--- src/rtl/muldiv_unit.sv ---
// muldiv_unit: iterative multiply/divide unit for the EX stage.
//   Shift-add multiply or restoring shift-subtract divide, one bit per cycle.
//   The pipeline is stalled while busy. The result is returned with a valid/ack handshake.
// Ports:
//   clk, rst_n       clock (rising edge), asynchronous active-low reset
//   start            request, sampled only when ready=1
//   op               00 MUL, 01 MULH, 10 DIV, 11 REM
//   is_signed        operands are two's complement when 1
//   a, b             multiplicand/dividend, multiplier/divisor
//   flush            abort any operation, return to IDLE
//   ack              consumer takes the result while valid=1
//   ready            1 in IDLE only
//   busy             1 in CALC/FIX/DONE (stall request)
//   valid            result available (DONE)
//   result           selected result, held stable while valid=1
//   div_zero         DIV/REM executed with b==0
module muldiv_unit #(
  parameter int unsigned WIDTH = 32
) (
  input  logic             clk,
  input  logic             rst_n,
  input  logic             start,
  input  logic [1:0]       op,
  input  logic             is_signed,
  input  logic [WIDTH-1:0] a,
  input  logic [WIDTH-1:0] b,
  input  logic             flush,
  input  logic             ack,
  output logic             ready,
  output logic             busy,
  output logic             valid,
  output logic [WIDTH-1:0] result,
  output logic             div_zero
);

  localparam int unsigned CW = (WIDTH > 1) ? $clog2(WIDTH) : 1;

  typedef enum logic [1:0] {S_IDLE, S_CALC, S_FIX, S_DONE} state_t;

  state_t               state_q, state_d;
  logic [CW-1:0]        cnt_q, cnt_d;
  logic [1:0]           op_q, op_d;
  logic                 neg_q, neg_d;          // negate product / quotient
  logic                 neg_rem_q, neg_rem_d;  // negate remainder (dividend sign)
  logic [2*WIDTH-1:0]   acc_q, acc_d;          // product, or {rem, quo}
  logic [WIDTH-1:0]     opnd_q, opnd_d;        // |a| for multiply, |b| for divide
  logic [WIDTH-1:0]     result_q, result_d;
  logic                 valid_q, valid_d;
  logic                 dz_q, dz_d;

  logic                 sgn_a, sgn_b, b_zero;
  logic [WIDTH-1:0]     abs_a, abs_b;
  logic [WIDTH:0]       mul_sum;
  logic [WIDTH:0]       rem_sh;
  logic                 rem_ge;
  logic [WIDTH-1:0]     rem_diff;
  logic [2*WIDTH-1:0]   prod_fix;
  logic [WIDTH-1:0]     quo_fix, rem_fix;

  // State and datapath registers
  always_ff @(posedge clk or negedge rst_n) begin
    if (!rst_n) begin
      state_q   <= S_IDLE;
      cnt_q     <= '0;
      op_q      <= '0;
      neg_q     <= 1'b0;
      neg_rem_q <= 1'b0;
      acc_q     <= '0;
      opnd_q    <= '0;
      result_q  <= '0;
      valid_q   <= 1'b0;
      dz_q      <= 1'b0;
    end else begin
      state_q   <= state_d;
      cnt_q     <= cnt_d;
      op_q      <= op_d;
      neg_q     <= neg_d;
      neg_rem_q <= neg_rem_d;
      acc_q     <= acc_d;
      opnd_q    <= opnd_d;
      result_q  <= result_d;
      valid_q   <= valid_d;
      dz_q      <= dz_d;
    end
  end

  // Next-state logic
  always_comb begin
    state_d = state_q;
    if (flush) begin
      state_d = S_IDLE;
    end else begin
      unique case (state_q)
        S_IDLE: if (start) state_d = (op[1] && b_zero) ? S_DONE : S_CALC;
        S_CALC: if (cnt_q == '0) state_d = S_FIX;
        S_FIX:  state_d = S_DONE;
        S_DONE: if (ack) state_d = S_IDLE;
        default: state_d = S_IDLE;
      endcase
    end
  end

  // Operand conditioning and per-iteration arithmetic
  always_comb begin
    sgn_a   = is_signed & a[WIDTH-1];
    sgn_b   = is_signed & b[WIDTH-1];
    b_zero  = (b == '0);
    // -(2^(W-1)) wraps to itself, which read as unsigned is the correct magnitude
    abs_a   = sgn_a ? -a : a;
    abs_b   = sgn_b ? -b : b;

    mul_sum = {1'b0, acc_q[2*WIDTH-1:WIDTH]} + {1'b0, opnd_q};

    // The shifted partial remainder needs WIDTH+1 bits; when it is >= the
    // divisor the difference always fits back into WIDTH bits.
    rem_sh   = {acc_q[2*WIDTH-1:WIDTH], acc_q[WIDTH-1]};
    rem_ge   = (rem_sh >= {1'b0, opnd_q});
    rem_diff = rem_sh[WIDTH-1:0] - opnd_q;

    prod_fix = neg_q ? -acc_q : acc_q;
    quo_fix  = neg_q ? -acc_q[WIDTH-1:0] : acc_q[WIDTH-1:0];
    rem_fix  = neg_rem_q ? -acc_q[2*WIDTH-1:WIDTH] : acc_q[2*WIDTH-1:WIDTH];
  end

  // Register updates per state
  always_comb begin
    cnt_d     = cnt_q;
    op_d      = op_q;
    neg_d     = neg_q;
    neg_rem_d = neg_rem_q;
    acc_d     = acc_q;
    opnd_d    = opnd_q;
    result_d  = result_q;
    valid_d   = valid_q;
    dz_d      = dz_q;

    if (flush) begin
      valid_d = 1'b0;
    end else begin
      unique case (state_q)
        S_IDLE: begin
          if (start) begin
            op_d      = op;
            neg_d     = sgn_a ^ sgn_b;
            neg_rem_d = sgn_a;
            cnt_d     = CW'(WIDTH - 1);
            if (op[1]) begin
              acc_d  = {{WIDTH{1'b0}}, abs_a};
              opnd_d = abs_b;
            end else begin
              acc_d  = {{WIDTH{1'b0}}, abs_b};
              opnd_d = abs_a;
            end
            if (op[1] && b_zero) begin
              result_d = op[0] ? a : '1;
              dz_d     = 1'b1;
              valid_d  = 1'b1;
            end
          end
        end
        S_CALC: begin
          if (cnt_q != '0) cnt_d = cnt_q - 1'b1;
          if (op_q[1]) begin
            acc_d = rem_ge ? {rem_diff, acc_q[WIDTH-2:0], 1'b1}
                           : {rem_sh[WIDTH-1:0], acc_q[WIDTH-2:0], 1'b0};
          end else begin
            acc_d = acc_q[0] ? {mul_sum, acc_q[WIDTH-1:1]}
                             : {1'b0, acc_q[2*WIDTH-1:1]};
          end
        end
        S_FIX: begin
          unique case (op_q)
            2'b00:   result_d = prod_fix[WIDTH-1:0];
            2'b01:   result_d = prod_fix[2*WIDTH-1:WIDTH];
            2'b10:   result_d = quo_fix;
            default: result_d = rem_fix;
          endcase
          dz_d    = 1'b0;
          valid_d = 1'b1;
        end
        S_DONE: begin
          if (ack) valid_d = 1'b0;
        end
        default: ;
      endcase
    end
  end

  assign ready    = (state_q == S_IDLE);
  assign busy     = (state_q != S_IDLE);
  assign valid    = valid_q;
  assign result   = result_q;
  assign div_zero = dz_q;

endmodule

--- config.mk ---
export PLATFORM = sky130hd
export DESIGN_NAME = muldiv_unit
export DESIGN_NICKNAME = d
export VERILOG_FILES = /design/src/rtl/muldiv_unit.sv
export SDC_FILE = /design/constraint.sdc
export NUM_CORES = 1
export LEC_CHECK = 0
export BUFFER_PORTS_ARGS = -buffer_cell sky130_fd_sc_hd__buf_2
export CAP_MARGIN = 40
export CELL_PAD_IN_SITES_DETAIL_PLACEMENT = 1
export CELL_PAD_IN_SITES_GLOBAL_PLACEMENT = 2
export CORE_ASPECT_RATIO = 0.7
export CORE_MARGIN = 1.5
export CORE_UTILIZATION = 37
export CTS_CLUSTER_SIZE = 10
export DETAILED_ROUTE_END_ITERATION = 8
export PLACE_DENSITY = 0.91
export SYNTH_ARGS = -nofsm -noshare
export SYNTH_HDL_FRONTEND = slang
export SYNTH_SLANG_ARGS = --single-unit
--- constraint.sdc ---
create_clock -name clk -period 4.91 [get_ports clk]
set_input_delay 1.473 -clock clk [delete_from_list [all_inputs] [get_ports clk]]
set_output_delay 1.473 -clock clk [all_outputs]
set_load 0.1 [all_outputs]
Word-level counts from Yosys, hierarchy flattened --
Index checks and enable logic that the tools add are counted.
Word-level totals: bits in registers 141, bits in latches 0, RAM bits 0, memory bits (read-only) 0, input port bits 72, output and inout port bits 36, logic and storage cells 83, memories 0
Operators by class: $add $sub $neg 8, multipliers 0, divide/modulo/power cells 0, magnitude comparators 1, equality and inequality tests 12, shift-type cells 0, mux-type cells 32, bitwise logic cells 4, reduce and logical (&&, ||, !) cells 16
Operator list (number):
- two-way mux 64 bit | 5
- two-way mux 32 bit | 9
- negation 32 bit | 4
- one-hot mux 64 bit (2 select lines) | 1
- one-hot mux 32 bit (3 select lines) | 1
- negation 64 bit | 1
- one-hot mux 32 bit (2 select lines) | 1
- adder 32 x 32 -> 33 bit | 1
- greater-or-equal comparator 33 x 32 -> 1 bit | 1
- logical NOT 32 bit | 1
- subtractor 32 bit | 1
- AND reduction 4 bit | 3
- two-way mux 2 bit | 5
- two-way mux 5 bit | 2
- one-hot mux 5 bit (2 select lines) | 1
- != test 3 bit (second input constant) | 3
- AND reduction 3 bit | 3
- one-hot mux 2 bit (4 select lines) | 1
- == test 2 bit (second input constant) | 3
- nonzero test 2 bit | 3
- logical NOT 5 bit | 1
- nonzero test 5 bit | 1
- subtractor 5 x 1 -> 5 bit (second input constant) | 1
- == test 2 x 1 -> 1 bit (second input constant) | 2
- 12 further kinds | 18

Longest topological paths before layout --
depth after elaboration 6, mapped depth 15, gate-level depth less buffers 14

Worst setup path after synthesis --
No wires, ideal clock.
path kind input to register, start input a[13], end register acc_q[29], library setup time 0.083 ns, arrival time 4.074 ns, data required time 4.827 ns, path slack 0.754 ns, stages 9, buffers on the path 0, cells stage by stage or4_1 -> or4b_2 -> or4_1 -> nor2b_1 -> a21oi_1 -> xnor2_1 -> a211oi_1 -> a21oi_1 -> o21ai_0
On the way: word-level cells in the longest chain between the ends 5
Ends and longest elaborated chain:
- from (decl) | RTL line 25 | input logic [WIDTH-1:0] a,
- negation 32 bit | RTL line 109 | abs_a = sgn_a ? -a : a;
- two-way mux 32 bit | RTL line 109
- two-way mux 32 bit | RTL line 147 | if (op[1]) begin
- two-way mux 64 bit | RTL line 142 | if (start) begin
- one-hot mux 64 bit (2 select lines) | RTL line 140 | unique case (state_q)
- to (signal assigned) | RTL line 68 | acc_q <= '0;
- to (signal assigned) | RTL line 79 | acc_q <= acc_d;
- to (decl) | RTL line 45 | logic [2*WIDTH-1:0] acc_q, acc_d;
Every way passes these cells. The select of a mux whose other input is x is not followed. A chain may end at the register's enable or synchronous reset.

Worst setup path after layout --
start register acc_q[31], end register acc_q[43]
On the way: word-level cells in the longest chain between the ends 4, elaborated cells between the ends (all ways) 5, classes of those cells 1 x add/sub; 1 x order compare; 3 x mux
Ends and longest elaborated chain:
- subtractor 32 bit / greater-or-equal comparator 33 x 32 -> 1 bit (equally long branches) | RTL line 118, 117
- two-way mux 64 bit * | RTL line 164 | acc_d = rem_ge ? {rem_diff, acc_q[WIDTH-2:0], 1'b1}
- two-way mux 64 bit * | RTL line 163 | if (op_q[1]) begin
- one-hot mux 64 bit (2 select lines) * | RTL line 140
Every way passes the cells marked *; elsewhere a longest branch is shown, timed or not.

==> flow_summary_export.csv <==
group,metric,value,unit
route,maxUsedRoutingLayer,"met4",
final_layout,final_cell_mix,"204 x nand2_1, 194 x a21oi_1, 181 x o21ai_0",
run,maxCapViolCount,0,
yosys,synth_cell_types,86,
sta,fin_setup_tns,0,ns
yosys,synth-compound-area-share,27.3,%
final_layout,syn_to_final_growth,11.5,%
yosys,synthSimpleGateAreaFrac,20.0,%
clock_network,cts_sinks,141,
yosys,synth_mux_area_share,5.74,%
clock_network,cts_buffers,17,
yosys,synth_top_family_by_area,"compound AO/OA/AOI/OAI gates",
placed_design,dp_slack,0.248,ns
sta,period_minus_slack,4.39,ns
route,vias,15561,
sta,finalSetupViolCount,0,
sta,rsz0062_at_grt,"no",
worst_setup_path,crit_type,"register to register",
global_routing,first_global_vias,15284,
sta,finalHoldViolCount,0,
route,vias_per_cell,6.15,
clock_network,clk-insertion-delay-late,0.46,ns
global_routing,grt_max_degree,124,
floorplanning,coreArea,38900,um^2
status,status,"finished, final reports clean",
yosys,synth_nets,2103,
clock_network,cts_setup_buffers,0,
final_layout,finish.net_count,2135,
yosys,synth-edff-count,0,
power_and_ir_drop,irDropWorstVdd,550,uV
placed_design,io_buffers,107,
yosys,synth-async-reset-ratio,100,%
sta,max_freq,0.228,GHz
clock_network,cts_htree_levels,4,
worst_setup_path,critPathCaptureType,"register",
yosys,synthFlopType,"dfrtp_1",
sta,timing.final.ws_setup,0.519,ns
yosys,seq_area_frac_synth,23.9,%
yosys,synth-xor-area-share,11.0,%
route,routed_wl,60.5,mm
clock_network,cts_resized,0,
global_routing,grt_util_all_layers,29.1,%
worst_setup_path,reg2reg_slack,0.52,ns
floorplanning,io_pins,108,
sta,skew,0.0116,ns
route,antenna_left,0,
floorplanning,core.rowCount,60,
worst_setup_path,crit_fanout,17,
clock_network,cts_hold_buf,0,
power_and_ir_drop,p_total,13.4,mW
yosys,synth_seq_cells,141,
sta,worst_pin_slew,0.952,ns
clock_network,clockRootBuffer,"clkbuf_16",
worst_setup_path,cp.required,5.26,ns
route,dr.first_iter.drc_count,1363,
placed_design,place.gp.congestion,0.993,
floorplanning,die_h,170,um
yosys,syn_avg_cell_area,7.55,um^2
global_routing,antenna_found_initial,4,
final_layout,final_common_cell,"nand2_1",
sta,finalCritPeriodShare,89.4,%
worst_setup_path,startpoint_type,"register",
placed_design,place_inst,2495,
route,first_pass_iters,8,
worst_setup_path,arrival,4.74,ns
route,wl_met1,28.8,mm
yosys,netlist_area,14800,um^2
global_routing,grt_overflow,0,
floorplanning,initial_utilization,38.0,%
final_layout,instances_no_fill,2532,
power_and_ir_drop,p_leak,7.14,nW
power_and_ir_drop,p_per_area,815,nW/um^2
placed_design,dp_hpwl,46.8,mm
yosys,netlist_instances,1955,
final_layout,drive_gt1_share,12.6,%
route,wl_per_cell,23.9,um
clock_network,clk_path_buf_depth,2,
yosys,synthAdderAreaFrac,6.54,%
yosys,ys_warn_count,0,
route,met3WireLength,5.50,mm
clock_network,cts_tree,"yes",
min_path,hold_class,"register to register",
route,dr_wl_met2,24.7,mm
floorplanning,dieArea,41100,um^2
final_layout,post-route-util,42.3,%
sta,slew_headroom,36.5,%
sta,drv_slew,0,
route,drc_errors,0,
clock_network,path_clk_slew,0.07,ns
global_routing,grt_pass1_wl,93.0,mm
floorplanning,die_w,242,um
## path summary, 6_finish.rpt
| check | depth (start not counted) | end | start |
|---|---|---|---|
| hold reg to reg | 2 | result[5] | result[5] |
| setup reg to reg | 14 | acc_q[43] | acc_q[31] |
| min in group asynchronous | 1 | acc_q[35] | rst_n |
| setup / recovery | 14 | acc_q[43] | acc_q[31] |
| max in group asynchronous | 2 | op_q[1] | rst_n |
| hold / removal | 2 | result[5] | result[5] |
## critical path, cell delays in order, from the launching register on
cell	delay, ns
dfrtp_1	0.52
inv_1	0.16
ha_1	0.24
nor2b_1	0.29
o2111ai_1	0.20
a32o_1	0.35
o31ai_2	0.37
a41oi_1	0.27
a21oi_1	0.47
a31o_2	0.43
buf_12	0.24
buf_4	0.18
mux2i_1	0.23
mux2i_1	0.10
a22o_1	0.21
## cells by family after synthesis
kind of cell,Yosys count
multiplexers,80
AND/OR/NAND/NOR,611
XOR/XNOR,185
adder cells (fa/ha/maj),76
AO/OA/AOI/OAI,650
flip-flops,141
buffers and inverters,212
## Yosys cell counts, drive strengths merged (13+ instances only)
cell    number  share of area, %
a22o        22               1.3
nand2b      14              0.59
nor4        20              0.89
o221ai      21               1.3
a21oi      194               6.6
nand3       33               1.2
or3         24               1.2
nand2      205               5.3
a31oi       14              0.59
dfrtp      141                24
a211oi      48               2.4
inv         76               1.9
nor2b       33               1.4
o22ai       21              0.89
or4         21               1.2
mux2i       43               2.9
xnor2       82               4.9
nor3        31               1.1
ha          74               6.3
nand4       13              0.55
nor2       168               4.3
buf         15              0.49
clkbuf     121               3.1
o31ai       20               1.1
xor2       103               6.1
mux2        37               2.8
a21o        31               1.6
o21ai      197               6.7
## state kept, by name, summed over array words and instances (netlist names)
register	flops
cnt_q	5
op_q	2
neg_rem_q	1
state_q	2
acc_q	64
opnd_q	32
result	32
div_zero	1
neg_q	1
valid	1
## power breakdown
group	total, mW	leakage, nW	internal [mW]	switching, mW
Combinational	9.33	5.06	3.35	5.97
Clock	1.43	0.303	0.844	0.584
Sequential	2.66	1.78	1.65	1.00
## metrics by stage
stage          hold slack (ns)  cell area, um^2
2_1_floorplan            0.462            14800
3_3_place_gp             0.457            15800
3_5_place_dp             0.466            15800
4_1_cts                  0.480            16400
5_1_grt                  0.522            16400
6_report                 0.477            16500
## layer usage
layer / vias up / track usage (%)
met3: 92 / 8.00
met4: 0 / 8.89
met2: 579 / 41.6
li1: 7138 / -
met5: - / 0
met1: 7752 / 42.2
## layout make-up
type,count,area (um^2)
well taps,527,659
clock inverters,12,159
flip-flops and latches,141,3530
repair buffers,149,918
diodes,5,12.5
fillers,4853,22400
inverters,76,285
clock buffers,20,467
multi-input cells,1602,10400
No activity file was read; power rests on OpenSTA's default activity.
